$ cat src/rtl/data_cache_m.sv
// Direct-mapped, write-through, no-write-allocate data cache for the memory stage.
// Read hits are served combinationally; refills and store write-throughs stall the pipeline.
module data_cache_m #(
  parameter int unsigned SETS       = 16,
  parameter int unsigned LINE_WORDS = 4,
  parameter int unsigned CNT_W      = 16
) (
  input  logic             iClk,
  input  logic             iRst,
  input  logic             iReadEn,
  input  logic             iWriteEn,
  input  logic [31:0]      iAddress,
  input  logic [31:0]      iWriteData,
  input  logic [3:0]       iByteEn,
  input  logic             iInvalidate,
  output logic [31:0]      oReadData,
  output logic             oStallM,
  output logic             oMemReq,
  output logic             oMemWe,
  output logic [31:0]      oMemAddr,
  output logic [31:0]      oMemWData,
  output logic [3:0]       oMemBe,
  input  logic             iMemAck,
  input  logic [31:0]      iMemRData,
  output logic [CNT_W-1:0] oHitCount,
  output logic [CNT_W-1:0] oMissCount
);

  localparam int unsigned OW = $clog2(LINE_WORDS);
  localparam int unsigned IW = $clog2(SETS);
  localparam int unsigned FW = IW + OW;
  localparam int unsigned TW = 30 - FW;
  localparam int unsigned LW = 30 - OW;
  localparam int unsigned KW = (OW == 0) ? 1 : OW;

  typedef enum logic [1:0] {StIdle, StRefill, StWrite} state_e;

  state_e           state_q, state_d;
  logic [SETS-1:0]  valid_q, valid_d;
  logic [KW-1:0]    k_q, k_d;
  logic [LW-1:0]    line_q, line_d;
  logic             replay_q, replay_d;
  logic [CNT_W-1:0] hit_cnt_q, hit_cnt_d;
  logic [CNT_W-1:0] miss_cnt_q, miss_cnt_d;

  logic [TW-1:0] tag_ram  [SETS];
  logic [31:0]   data_ram [SETS*LINE_WORDS];

  logic [FW-1:0] word_idx;
  logic [IW-1:0] set_idx;
  logic [TW-1:0] addr_tag;
  logic [IW-1:0] fill_set;
  logic [FW-1:0] fill_idx;
  logic [31:0]   refill_addr;
  logic          hit;
  logic          is_store;
  logic          is_load;
  logic          last_word;
  logic          fill_we;
  logic          tag_we;
  logic          merge_we;

  assign word_idx    = iAddress[FW+1:2];
  assign set_idx     = iAddress[FW+1:OW+2];
  assign addr_tag    = iAddress[31:FW+2];
  assign fill_set    = line_q[IW-1:0];
  assign fill_idx    = (FW'(fill_set) << OW) | FW'(k_q);
  assign refill_addr = {line_q, {(OW+2){1'b0}}} | (32'(k_q) << 2);
  assign hit         = valid_q[set_idx] && (tag_ram[set_idx] == addr_tag);
  assign is_store    = iWriteEn;
  assign is_load     = iReadEn && !iWriteEn;
  assign last_word   = (k_q == KW'(LINE_WORDS - 1));
  assign oReadData   = data_ram[word_idx];
  assign oHitCount   = hit_cnt_q;
  assign oMissCount  = miss_cnt_q;

  always_comb begin
    state_d    = state_q;
    valid_d    = valid_q;
    k_d        = k_q;
    line_d     = line_q;
    replay_d   = 1'b0;
    hit_cnt_d  = hit_cnt_q;
    miss_cnt_d = miss_cnt_q;
    oStallM    = 1'b0;
    oMemReq    = 1'b0;
    oMemWe     = 1'b0;
    oMemAddr   = '0;
    oMemWData  = '0;
    oMemBe     = '0;
    fill_we    = 1'b0;
    tag_we     = 1'b0;
    merge_we   = 1'b0;

    unique case (state_q)
      StIdle: begin
        if (iInvalidate) begin
          // The access presented alongside the fence is re-evaluated next cycle.
          valid_d = '0;
          oStallM = iReadEn || iWriteEn;
        end else if (is_store) begin
          oStallM = 1'b1;
          state_d = StWrite;
        end else if (is_load) begin
          if (hit) begin
            // The replayed load after a refill is not counted a second time.
            if (!replay_q && hit_cnt_q != '1) hit_cnt_d = hit_cnt_q + CNT_W'(1);
          end else begin
            oStallM          = 1'b1;
            state_d          = StRefill;
            k_d              = '0;
            line_d           = iAddress[31:OW+2];
            valid_d[set_idx] = 1'b0;
            if (miss_cnt_q != '1) miss_cnt_d = miss_cnt_q + CNT_W'(1);
          end
        end
      end
      StRefill: begin
        oStallM  = 1'b1;
        oMemReq  = 1'b1;
        oMemAddr = refill_addr;
        if (iMemAck) begin
          fill_we = 1'b1;
          k_d     = k_q + KW'(1);
          if (last_word) begin
            k_d               = '0;
            tag_we            = 1'b1;
            valid_d[fill_set] = 1'b1;
            replay_d          = 1'b1;
            state_d           = StIdle;
          end
        end
      end
      StWrite: begin
        oMemReq   = 1'b1;
        oMemWe    = 1'b1;
        oMemAddr  = {iAddress[31:2], 2'b00};
        oMemWData = iWriteData;
        oMemBe    = iByteEn;
        oStallM   = !iMemAck;
        if (iMemAck) begin
          merge_we = hit;
          state_d  = StIdle;
        end
      end
      default: state_d = StIdle;
    endcase
  end

  always_ff @(posedge iClk) begin
    if (iRst) begin
      state_q    <= StIdle;
      valid_q    <= '0;
      k_q        <= '0;
      line_q     <= '0;
      replay_q   <= 1'b0;
      hit_cnt_q  <= '0;
      miss_cnt_q <= '0;
    end else begin
      state_q    <= state_d;
      valid_q    <= valid_d;
      k_q        <= k_d;
      line_q     <= line_d;
      replay_q   <= replay_d;
      hit_cnt_q  <= hit_cnt_d;
      miss_cnt_q <= miss_cnt_d;
    end
  end

  // Tag and data storage is deliberately not reset; valid bits guard it.
  always_ff @(posedge iClk) begin
    if (!iRst && fill_we) data_ram[fill_idx] <= iMemRData;
    if (!iRst && tag_we) tag_ram[fill_set] <= line_q[LW-1:IW];
    if (!iRst && merge_we) begin
      for (int b = 0; b < 4; b++) begin
        if (iByteEn[b]) data_ram[word_idx][8*b +: 8] <= iWriteData[8*b +: 8];
      end
    end
  end

endmodule

$ cat config.mk
export PLATFORM = sky130hd
export DESIGN_NAME = data_cache_m
export DESIGN_NICKNAME = d
export VERILOG_FILES = /design/src/rtl/data_cache_m.sv
export SDC_FILE = /design/constraint.sdc
export NUM_CORES = 2
export LEC_CHECK = 0
export CORE_AREA = 8 8 434 436
export CTS_BUF_LIST = sky130_fd_sc_hd__clkbuf_8
export DETAILED_ROUTE_END_ITERATION = 12
export DIE_AREA = 0 0 442 444
export PLACE_DENSITY_LB_ADDON = 0.05
export SLEW_MARGIN = 20
export SYNTH_ARGS = -nofsm -noshare
export SYNTH_HDL_FRONTEND = slang
export SYNTH_SLANG_ARGS = --single-unit
$ cat constraint.sdc
create_clock -name iClk -period 4.2 [get_ports iClk]
set_input_delay 0.42 -clock iClk [delete_from_list [all_inputs] [get_ports iClk]]
set_output_delay 0.42 -clock iClk [all_outputs]
set_load 0.02 [all_outputs]
* Word level (Yosys, flattened, before mapping)
Memory sizes are Yosys's and may differ from the RTL's. Cells that the tools add are included.
Word-level totals: register bits after elaboration 81, memory bits (writable) 2432, input port bits 106, memories kept 2
Memories:
- data_ram | depth 64, width 32, read ports 1, clocked after Yosys merged registers in 0, wr ports 1, line 47 | logic [31:0] data_ram [SETS*LINE_WORDS];
- tag_ram | depth 16, width 24, read ports 1, clocked after Yosys merged registers in 0, wr ports 1, line 46 | logic [TW-1:0] tag_ram [SETS];
Cells by class: add/subtract/negate cells 3, order comparisons 4, equal/unequal tests 18, mux-type cells 64, bitwise gates (word level) 8, reduce and logical (&&, ||, !) cells 23
Operators by type and width (number):
- two-way mux 16 bit | 6
- two-way mux 32 bit | 2
- one-hot mux 32 bit (2 select lines) | 1
- adder 16 x 1 -> 16 bit, second input constant | 2
- two-way mux 1 bit | 32
- inequality test 16 bit, second input constant | 2
- OR 32 x 4 -> 32 bit | 1
- one-hot mux 16 bit (2 select lines) | 1
- OR reduction 32 bit | 1
- AND reduction 6 bit | 5
- two-way mux 2 bit | 13
- equality test 24 bit | 1
- AND 16 bit | 1
- inverter 16 bit | 1
- OR 16 bit | 1
- inequality test 3 bit, second input constant | 5
- inequality test 2 bit, second input constant | 7
- < comparator 4 x 5 -> 1 bit, second input constant | 2
- demux 1 bit (select 4 bit) | 2
- >= comparator 4 x 1 -> 1 bit, second input constant | 2
- logical AND 1 bit | 8
- two-way mux 4 bit | 2
- two-way mux 6 bit | 1
- OR 6 x 2 -> 6 bit | 1
- other kinds (14) | 20

* Logic depth before layout (Yosys ltp)
depth in word-level cells 11, depth in mapped cells 20, depth with buffers taken out 10

* Least setup slack after synthesis
OpenSTA, ideal clock, no wires.
path kind input-to-reg, start input iAddress[5], end memory data_ram[63][0] (enable), setup time 0.370 ns, arrival 4.068 ns, required time 3.830 ns, slack -0.238 ns, stages on the path 18, buffers on the path 8, path through buf_6 -> buf_6 -> buf_6 -> buf_6 -> buf_6 -> buf_8 -> mux4_2 -> mux2i_1 -> xor2_1 -> o221a_1 -> a31oi_1 -> nor4b_4 -> nand4_1 -> buf_4 -> buf_6 -> mux2i_4 -> nand2_1 -> nor2_1
On the way: word-level cells in the longest chain between the ends 10
RTL lines:
- from (decl) | line 12 | input logic [31:0] iAddress,
- memory (16 x 24 bit) or binary-select mux 1 bit (select 4 bit) (tied branches)
- equality test 24 bit or two-way mux 1 bit (tied branches) | line 69 | assign hit = valid_q[set_idx] && (tag_ram[set_idx] == addr_tag);
- logical AND 1 bit | line 69
- two-way mux 1 bit | line 141 | if (iMemAck) begin
- two-way mux 1 bit | line 95 | unique case (state_q)
- logical AND 1 bit | line 174 | if (!iRst && merge_we) begin
- two-way mux 1 bit | line 174
- two-way mux 1 bit (implied by the code) | line 176 | if (iByteEn[b]) data_ram[word_idx][8*b +: 8] <= iWriteData[8*b +: 8];
- OR reduction 32 bit (no source line)
- two-way mux 6 bit (no source line) or two-way mux 4 bit (tied branches)
- to (decl) | line 47
Parallel ways exist; a longest one is shown, timed or not. The select of a mux whose other input is x is not followed.

* Worst setup path after layout
start memory tag_ram[11][17] in the netlist's numbering, end output oStallM
On the way: word-level cells in the longest chain between the ends 8
RTL lines:
- from (decl) | line 46
- memory (16 x 24 bit)
- equality test 24 bit | line 69
- logical AND 1 bit | line 69
- two-way mux 1 bit | line 105 | if (hit) begin
- two-way mux 1 bit | line 104 | end else if (is_load) begin
- two-way mux 1 bit | line 101 | end else if (is_store) begin
- two-way mux 1 bit | line 97 | if (iInvalidate) begin
- one-hot mux 1 bit (3 select lines) | line 95
- to (decl) | line 17 | output logic oStallM,
No other way between the ends.

==> impl_metrics.ini <==
[sta]
max_slew_margin = 0.220
rsz0062_at_grt = yes
fin_setup_tns_ns = -0.255
min_period_ns = 4.46
clock.fmax_ghz = 0.224
finalSetupViolCount = 1
timing_hold_violations_final = 0
worst_slack_ns = -0.255
final_max_slew_viol_count = 0
skew_ns = 0.0592
period_share = 1.06
tightest_slew_ns = 1.17

[hold_path]
hold_start = iAddress[22]
min_to = line_q[18]
min_path_type = input port to register
min_path_cells = 3

[yosys]
seq_area_frac_synth = 0.753
synthSimpleGateAreaFrac = 0.0382
synth_edf_count = 2432
ys_ff_latch = 2513
synth_compound_area_frac = 0.0303
yosys-top-cells-area = edfxtp_1, mux4_2, dfxtp_1
muxShareOfSynthArea = 0.162
synth_common_cells = edfxtp_1, mux4_2, nor2_1, a22oi_1, clkbuf_1
synth_xor_area_frac = 0.00256
avgSynthCellArea_sq_um = 20.2
synth_top_family_by_area = multiplexers
syn_area_sq_um = 99200
yosys.area.top_type = edfxtp_1
synthMostInstantiatedCell = edfxtp_1
yosysTopAreaCellShare = 0.736
synthAdderAreaFrac = 0.000883
yosysUniqueCellTypes = 73
netlist_instances = 4913
async_reset_ff_frac = 0
yosysWarnings = 0
ys.flop_type = edfxtp_1

[worst_setup_path]
reg2regPathDepth = 15
r2r-start = tag_ram[11][17]
critical_path_class = register to output pin
cp_max_fo = 4
r2r_setup_slack_ns = 0.01
cp.required_ns = 3.78
crit_path_start_kind = register
startpoint = tag_ram[11][17]
r2r-end = data_ram[12][13]
arrival_ns = 4.04
crit_path_end_kind = output pin

[pwr]
p_per_area_nw_per_um2 = 413
power_leakage_nw = 40.1
vdd_drop_max_uv = 359

[layout]
drive_above_1_share = 0.362
n_fill_cell = 11900
area_growth_pct = 23.0
final_util = 0.672
nets = 6206

[global_routing]
grt_pass1_wl_um = 403000
grt_pass1_vias = 55100
grt_busiest_layer = met2
use_met3 = 0.0559
use_met1 = 0.390
grt_max_degree = 65
antenna_found_initial = 5
met2_usage = 0.463
track_usage = 0.286
gr-total-overflow = 0

[routing]
viasPerCell = 6.28
first_iter_violations = 6674
drt_wl_total_um = 285000
wire_per_inst_um = 32.4
first_pass_iters = 8
num_vias = 55100
antenna_left = 0
drc = 0

[die]
rows = 157
dieArea_sq_um = 196000
fp.coreArea_sq_um = 182000
start_util = 0.546
die_y_um = 444
io_pins = 241
die_x_um = 442

[cts]
clk_pin_slew_ns = 0.06
numCtsBuffers = 410
h-tree-depth = 5
cts_buffer_depth = 4
cts-root-buf = clkbuf_8
cts_sinks = 2513
clk_latency_ns = 1.09
cts_tree = built

[place]
routabilityCongestion = 0.919
hpwlAfterDp_um = 191000
io_buffers = 236
place_ws_ns = -0.740

[outcome]
violations = negative setup slack
status = complete, but fails checks

[flow_run]
drv_cap = 0
[worst max-delay path, cell delays in order (launching register included)]
cell and delay, ns:
edfxtp_1 0.36, mux4_2 0.49, mux4_2 0.52, or2_1 0.26
a21oi_2 0.21, and4_4 0.30, buf_6 0.11, nand4_1 0.13
o21a_1 0.21, o21ai_2 0.12, a21oi_2 0.09, buf_6 0.14
[flip-flops by register name, indices dropped and copies added, names as in the netlist]
name,flops
data_ram,2048
tag_ram,384
line_q,28
oHitCount,16
oMissCount,16
valid_q,16
k_q,2
state_q,2
replay_q,1
[power by group]
| part | internal [mW] | switching (mW) |
|---|---|---|
| clock network | 9.79 | 9.38 |
| logic | 1.51 | 2.16 |
| registers | 27.5 | 0.0706 |
| total | 38.8 | 11.6 |
[how the worst max path moves through the flow]
stage | endpoint | slack [ns] | cells past startpoint
after global placement | data_ram[20][7] | -0.77 | 16
after CTS | oStallM | -0.37 | 11
after detailed placement | data_ram[20][5] | -0.74 | 16
after floorplan | data_ram[47][0] | -0.11 | 19
final | oStallM | -0.26 | 11
after global routing | oStallM | -0.42 | 11
[cell usage in the layout (no fill, tap or decap), drive strengths merged, types with 8 or more instances in the layout]
master            n
a211o            12
a211oi            8
a21oi            82
a22o             11
a22oi           175
a31oi             9
and2             40
and3             13
buf             836
bufinv            9
clkbuf          421
clkdlybuf4s50   200
clkinv          138
dfxtp            81
dlygate4sd3      12
edfxtp         2432
inv             151
mux2             60
mux2i           156
mux4            612
nand2           147
nand2b           43
nand3            58
nand4            35
nor2            345
nor2b            47
nor3             28
o211ai           11
o21ai            30
o22ai            26
o31ai            15
or3              12
or4               9
xnor2            17
xor2             12
[cell families after synthesis]
| group | count (synthesis) |
|---|---|
| simple gates | 809 |
| compound gates | 428 |
| flops | 2513 |
| xor+xnor | 29 |
| mux | 828 |
| buf+inv | 298 |
| fa+ha+maj | 7 |
| other cells | 1 |
[final cells by class]
type / instances / area [sq um] / area share
Timing Repair Buffer: 1051 / 12600 / 0.103
Tap cell: 2385 / 2980 / 0.0244
Antenna cell: 2 / 5.00 / 0.0000410
Inverter: 14 / 52.6 / 0.000431
Sequential cell: 2513 / 74700 / 0.612
Clock buffer: 421 / 5790 / 0.0475
Clock inverter: 290 / 1420 / 0.0117
Multi-Input combinational cell: 2103 / 24500 / 0.201
[per-layer routing]
| metal | wire (um) | up-vias |
|---|---|---|
| met3 | 23800 | 517 |
| met2 | 139000 | 2824 |
| met5 | 13 | - |
| met1 | 111000 | 29000 |
| li1 | - | 22700 |
| met4 | 11200 | 2 |
[repair_timing]
| item | in CTS | in global routing |
|---|---|---|
| setup buffers | 4 | 5 |
| hold endpoints to repair | 26 | 0 |
| hold buffers | 12 | 0 |
| endpoints found under the setup margin | 1510 | 587 |
| pin swaps | 7 | 6 |
| resized for setup | 32 | 69 |
| cloned | 0 | 0 |
[stage by stage]
step                instance area [sq um]  hold WS (ns)  power (mW)  instances
finish                             122000         0.109        50.4       8779
global route                       122000        0.0556        51.9       8778
CTS                                122000     0.0000951        50.7       8772
detailed placement                 114000         0.459        31.7       8045
global placement                   114000         0.451        31.7       8045
floorplan                           99900         0.441        29.9       4914
(Power assumes the default switching activity.)
